## config.mk

```make
export PLATFORM = sky130hd
export DESIGN_NAME = conversor_bcd
export DESIGN_NICKNAME = d
export VERILOG_FILES = /design/src/rtl/conversor_bcd.sv
export SDC_FILE = /design/constraint.sdc
export NUM_CORES = 1
export LEC_CHECK = 0
export CAP_MARGIN = 5
export CORE_MARGIN = 2
export CORE_UTILIZATION = 58
export CTS_BUF_LIST = sky130_fd_sc_hd__clkbuf_4 sky130_fd_sc_hd__clkbuf_8 sky130_fd_sc_hd__clkbuf_16
export DETAILED_ROUTE_END_ITERATION = 6
export PLACE_DENSITY = 0.85
export SLEW_MARGIN = 10
export SYNTH_ARGS = -nofsm -noshare
export SYNTH_HDL_FRONTEND = slang
export SYNTH_SLANG_ARGS = --single-unit
```

## constraint.sdc

```tcl
create_clock -name CLK -period 4.2 [get_ports CLK]
set_input_delay 0.84 -clock CLK [delete_from_list [all_inputs] [get_ports CLK]]
set_output_delay 0.84 -clock CLK [all_outputs]
set_load 0.02 [all_outputs]
```

## src/rtl/conversor_bcd.sv

```systemverilog
// Sequential binary-to-BCD converter (double-dabble, one shift per clock) between the ALU and the 7-segment driver.
// Optional macro LEADING_ZERO_BLANK_EN adds the BLANK output marking leading-zero digits.
module conversor_bcd #(
    parameter int BITS        = 14,
    parameter int DIGITS      = 4,
    parameter int MAX_DECIMAL = 9999
) (
    input  logic                  CLK,
    input  logic                  RST_N,
    input  logic                  START,
    input  logic [BITS-1:0]       BIN,
    input  logic                  SIGNO_IN,
    input  logic                  ERROR_IN,
    output logic                  BUSY,
    output logic                  DONE,
    output logic [4*DIGITS-1:0]   BCD,
    output logic                  SIGNO_OUT,
`ifdef LEADING_ZERO_BLANK_EN
    output logic [DIGITS-1:0]     BLANK,
`endif
    output logic                  ERROR_OUT
);

    localparam int SR_W  = 4*DIGITS + BITS;
    localparam int CNT_W = $clog2(BITS + 1);
    localparam logic [BITS-1:0]     MAX_BIN = BITS'(MAX_DECIMAL);
    localparam logic [4*DIGITS-1:0] NINES   = {DIGITS{4'h9}};

    typedef enum logic [1:0] {
        ST_IDLE  = 2'd0,
        ST_SHIFT = 2'd1,
        ST_FIN   = 2'd2
    } state_t;

    state_t                state_q;
    logic [SR_W-1:0]       sr_q;
    logic [CNT_W-1:0]      cnt_q;
    logic                  sign_q;
    logic                  err_q;
    logic [4*DIGITS-1:0]   bcd_q;
    logic                  signo_q;
    logic                  error_q;
    logic                  done_q;

    logic [SR_W-1:0]       sr_d;
    logic [4*DIGITS-1:0]   bcd_d;
    logic                  over_s;

    // Digits are corrected from the pre-shift value, all in parallel, then the whole register moves left.
    function automatic logic [SR_W-1:0] dabble_step(input logic [SR_W-1:0] sr);
        logic [SR_W-1:0] fixed;
        fixed = sr;
        for (int d = 0; d < DIGITS; d++) begin
            if (sr[BITS+4*d +: 4] >= 4'd5) begin
                fixed[BITS+4*d +: 4] = sr[BITS+4*d +: 4] + 4'd3;
            end else begin
                fixed[BITS+4*d +: 4] = sr[BITS+4*d +: 4];
            end
        end
        return {fixed[SR_W-2:0], 1'b0};
    endfunction

`ifdef LEADING_ZERO_BLANK_EN
    logic [DIGITS-1:0] blank_q;

    // A digit is blanked only if it and every more significant digit are zero; units always shown.
    function automatic logic [DIGITS-1:0] lead_zero_mask(input logic [4*DIGITS-1:0] b);
        logic [DIGITS-1:0] mask;
        logic              lead;
        mask = '0;
        lead = 1'b1;
        for (int k = DIGITS - 1; k >= 1; k--) begin
            lead    = lead & (b[4*k +: 4] == 4'd0);
            mask[k] = lead;
        end
        return mask;
    endfunction

    assign BLANK = blank_q;
`endif

    assign sr_d   = dabble_step(sr_q);
    assign bcd_d  = err_q ? NINES : sr_d[SR_W-1 -: 4*DIGITS];
    assign over_s = (BIN > MAX_BIN);

    // Conversion FSM; outputs load on the last shift so they are valid during the FIN (DONE) cycle.
    always_ff @(posedge CLK or negedge RST_N) begin
        if (!RST_N) begin
            state_q <= ST_IDLE;
            sr_q    <= '0;
            cnt_q   <= '0;
            sign_q  <= 1'b0;
            err_q   <= 1'b0;
            bcd_q   <= '0;
            signo_q <= 1'b0;
            error_q <= 1'b0;
            done_q  <= 1'b0;
`ifdef LEADING_ZERO_BLANK_EN
            blank_q <= '0;
`endif
        end else begin
            done_q <= 1'b0;
            case (state_q)
                ST_IDLE: begin
                    if (START) begin
                        sr_q    <= {{(4*DIGITS){1'b0}}, (over_s ? MAX_BIN : BIN)};
                        cnt_q   <= CNT_W'(BITS);
                        sign_q  <= SIGNO_IN;
                        err_q   <= ERROR_IN | over_s;
                        state_q <= ST_SHIFT;
                    end else begin
                        state_q <= ST_IDLE;
                    end
                end
                ST_SHIFT: begin
                    sr_q  <= sr_d;
                    cnt_q <= cnt_q - CNT_W'(1);
                    if (cnt_q == CNT_W'(1)) begin
                        bcd_q   <= bcd_d;
                        signo_q <= sign_q;
                        error_q <= err_q;
                        done_q  <= 1'b1;
`ifdef LEADING_ZERO_BLANK_EN
                        blank_q <= err_q ? {DIGITS{1'b0}} : lead_zero_mask(bcd_d);
`endif
                        state_q <= ST_FIN;
                    end else begin
                        state_q <= ST_SHIFT;
                    end
                end
                ST_FIN: begin
                    state_q <= ST_IDLE;
                end
                default: begin
                    state_q <= ST_IDLE;
                end
            endcase
        end
    end

    assign BUSY      = (state_q != ST_IDLE);
    assign DONE      = done_q;
    assign BCD       = bcd_q;
    assign SIGNO_OUT = signo_q;
    assign ERROR_OUT = error_q;

endmodule

```

==> flow_summary_export.csv <==
group,metric,value,unit
run_status,outcome,"finished clean",
route,detail_route.wl_per_cell,16.2,microns
placed_design,place_congestion,0.835,
critical_path,crit_family,"buffers and inverters",
finish,layout.nets,330,
critical_path,slowest_delay,530,ps
floorplanning,rows,24,
sta,rsz0062_at_grt,"false",
grt,antenna_found_initial,0,
placed_design,dpl.cell_count,342,
placed_design,dp_slack,1720,ps
critical_path,cp.arrival,1720,ps
clock_tree,cts_sinks,57,
route,vias,2156,
clock_tree,cts_root_buf,"clkbuf_8",
clock_tree,post_cts_resized,0,
yosys,yosys.cell_types.count,43,
route,antenna_left,0,
clock_tree,htree_levels,3,
sta,fin_crit_sh,61.0,%
finish,area_growth,21.6,%
finish,layout-drive-gt1-share,11.4,%
floorplanning,core,0.00444,sq mm
sta,fin_skew,10.1,ps
grt,gr-usage-all-layers,23.8,%
yosys,async_reset_ff_share,100,%
pwr,ir_drop,0.416,mV
sta,min_period,2560,ps
critical_path,critPathSlowestCell,"clkdlybuf4s50_1",
finish,fill_cells,326,
clock_tree,cts.clk_slew.worst_paths,60,ps
critical_path,critical_path_required,3360,ps
yosys,synth-main-ff-cell,"dfrtp_1",
sta,final.setup.tns,0,ps
yosys,ys_seq_elements,57,
critical_path,crit_cells,2,
placed_design,portBuffers,38,
yosys,avgSynthCellArea,10.4,sq um
pwr,p_leak,1.49,nW
clock_tree,postCtsHoldBufs,0,
clock_tree,cts_buffers,9,
sta,tightest_slew,804,ps
route,dr.first_iter.drc_count,150,
critical_path,crit_path_cell_trace,"or2_2 > clkdlybuf4s50_1",
clock_tree,cts_tree,"yes",
finish,instances_no_fill,358,
floorplanning,start_util,61.0,%
yosys,yosysSeqAreaShare,52.6,%
grt,grt_pass1_vias,1988,
finish,multi_input_area,0.00115,sq mm
run,maxCapViolCount,0,
finish,antenna_cells,0,
pwr,p_per_area,782,mW/mm^2
sta,hold_viol_final,0,
sta,relSlewSlack,46.4,%
route,vias_per_cell,6.02,
yosys,yosys_warnings,0,
clock_tree,clock_latency,340,ps
sta,setup_viol,0,
yosys,syn_nets,291,
critical_path,crit_buf_inv,1,
finish,fin_util,74.2,%
sta,fmax,391,MHz
sta,slew_viol_final,0,
clock_tree,cts_buffer_depth,2,
sta,setup_ws,1640,ps
route,wirelength,5.80,mm
yosys,netlist_area,0.00271,sq mm
grt,grt_max_degree,32,
floorplanning,dieHeight,72.4,microns
critical_path,startpoint_type,"flip-flop",
critical_path,critical_path_class,"flip-flop to primary output",
floorplanning,die_area,0.00524,sq mm
critical_path,path_max_fanout,14,
critical_path,cp-end-kind,"primary output",
finish,regArea,0.00143,sq mm
grt,grt_pass1_wl,9.47,mm
hold_path,hold_depth,2,
floorplanning,io_pins,39,
hold_path,hp-class,"flip-flop to flip-flop",
sta,whs,480,ps
grt,gr-total-overflow,0,
route,firstDrtPassIters,4,
clock_tree,postCtsSetupRepairBufs,0,
yosys,syn_inst,262,
floorplanning,die-width,72.4,microns
route,drc_errors,0,
critical_path,worst_r2r_path_depth,4,
yosys,synth_edf_count,0,
placed_design,dp_hpwl,4.00,mm
[sequential cells by signal, summed over array words and instances, names as in the netlist]
name,cells
DONE,1
cnt_q,4
SIGNO_OUT,1
sign_q,1
state_q,2
err_q,1
ERROR_OUT,1
BCD,16
sr_q,30
[cell type report]
class / instances / area share [%]
inverters: 17 / 1.93
clock buffers: 14 / 5.46
clock inverters: 2 / 1.06
well taps: 52 / 1.97
flip-flops and latches: 57 / 43.2
repair buffers: 39 / 11.6
multi-input cells: 177 / 34.7
[per-layer routing]
metal / share of wire [%] / up-vias / global-route usage [%]
met2: 50 / 55 / 36.9
met5: 0 / - / 0
met1: 45 / 1084 / 31.8
li1: - / 1010 / -
met3: 4.4 / 7 / 6.67
met4: 1.0 / 0 / 10.1
[through the flow]
step	cell area, sq um	power (mW)
3_5_place_dp	3080	2.03
3_3_place_gp	3080	1.98
2_1_floorplan	2710	1.68
4_1_cts	3300	2.58
5_1_grt	3300	2.74
6_report	3300	2.58
[logic make-up after synthesis]
family / after synthesis / synth area share [%]
AO/OA/AOI/OAI: 78 / 18.5
XOR/XNOR: 4 / 1.29
adder cells (fa/ha/maj): 10 / 4.61
buffers and inverters: 28 / 5.17
flip-flops: 57 / 52.6
multiplexers: 4 / 1.61
AND/OR/NAND/NOR: 81 / 16.2
[where the power goes]
group	total [mW]	switching (mW)	internal, mW
combinational	1.06	0.574	0.489
clock	0.544	0.209	0.335
sequential	0.973	0.185	0.787
total	2.58	0.968	1.61
[synth_stat cells, drive strengths merged (3+ instances only)]
library cell,number,share of area (%)
nor2,19,3.4
inv,17,2.4
a211o,3,0.97
a41oi,4,1.3
nor3,5,0.92
or3b,5,1.6
nand2b,5,1.2
xnor2,4,1.3
nor3b,5,2.0
dfrtp,57,53
buf,9,2.5
mux2,3,1.2
a21oi,17,3.1
nand2,32,4.5
a22oi,3,0.83
a222oi,4,1.5
o22ai,6,1.4
nand3b,3,0.83
o21ai,25,4.6
ha,10,4.6
a22o,10,3.2
[path summary, 6_finish.rpt]
check | start | to | slack (ps)
worst max-delay path | state_q[0] | BUSY | 1640
worst max register to register | state_q[0] | BCD[9] | 1860
worst min register to register | sr_q[10] | sr_q[11] | 480
max in group asynchronous | RST_N | BCD[11] | 2860
min in group asynchronous | RST_N | BCD[1] | 500
worst min-delay path | sr_q[10] | sr_q[11] | 480
[worst register-to-register path, delay by kind of cell, from the launching register on]
kind	cells	cell delay (ps)
and+or+nand+nor	3	1500
AOI/OAI and AO/OA	1	200
DFF	1	580
[cells in the final DEF (no fill, tap or decap), types with 2 or more instances in the layout]
cell type         n
a211o_1           3
a211oi_1          2
a21oi_1          17
a222oi_1          4
a22o_1           10
a22oi_1           3
a31oi_1           2
a41oi_1           4
clkbuf_4          2
clkbuf_8         12
clkdlybuf4s50_1  37
dfrtp_1          57
ha_1             10
inv_1            16
mux2_2            3
nand2_1          31
nand2b_1          5
nand3b_1          3
nor2_1           15
nor2_2            2
nor2_4            2
nor3_1            5
nor3b_1           3
o21ai_0          25
o22ai_1           6
or3b_2            4
xnor2_1           4
Note: power is estimated with default switching activity, not from simulation.
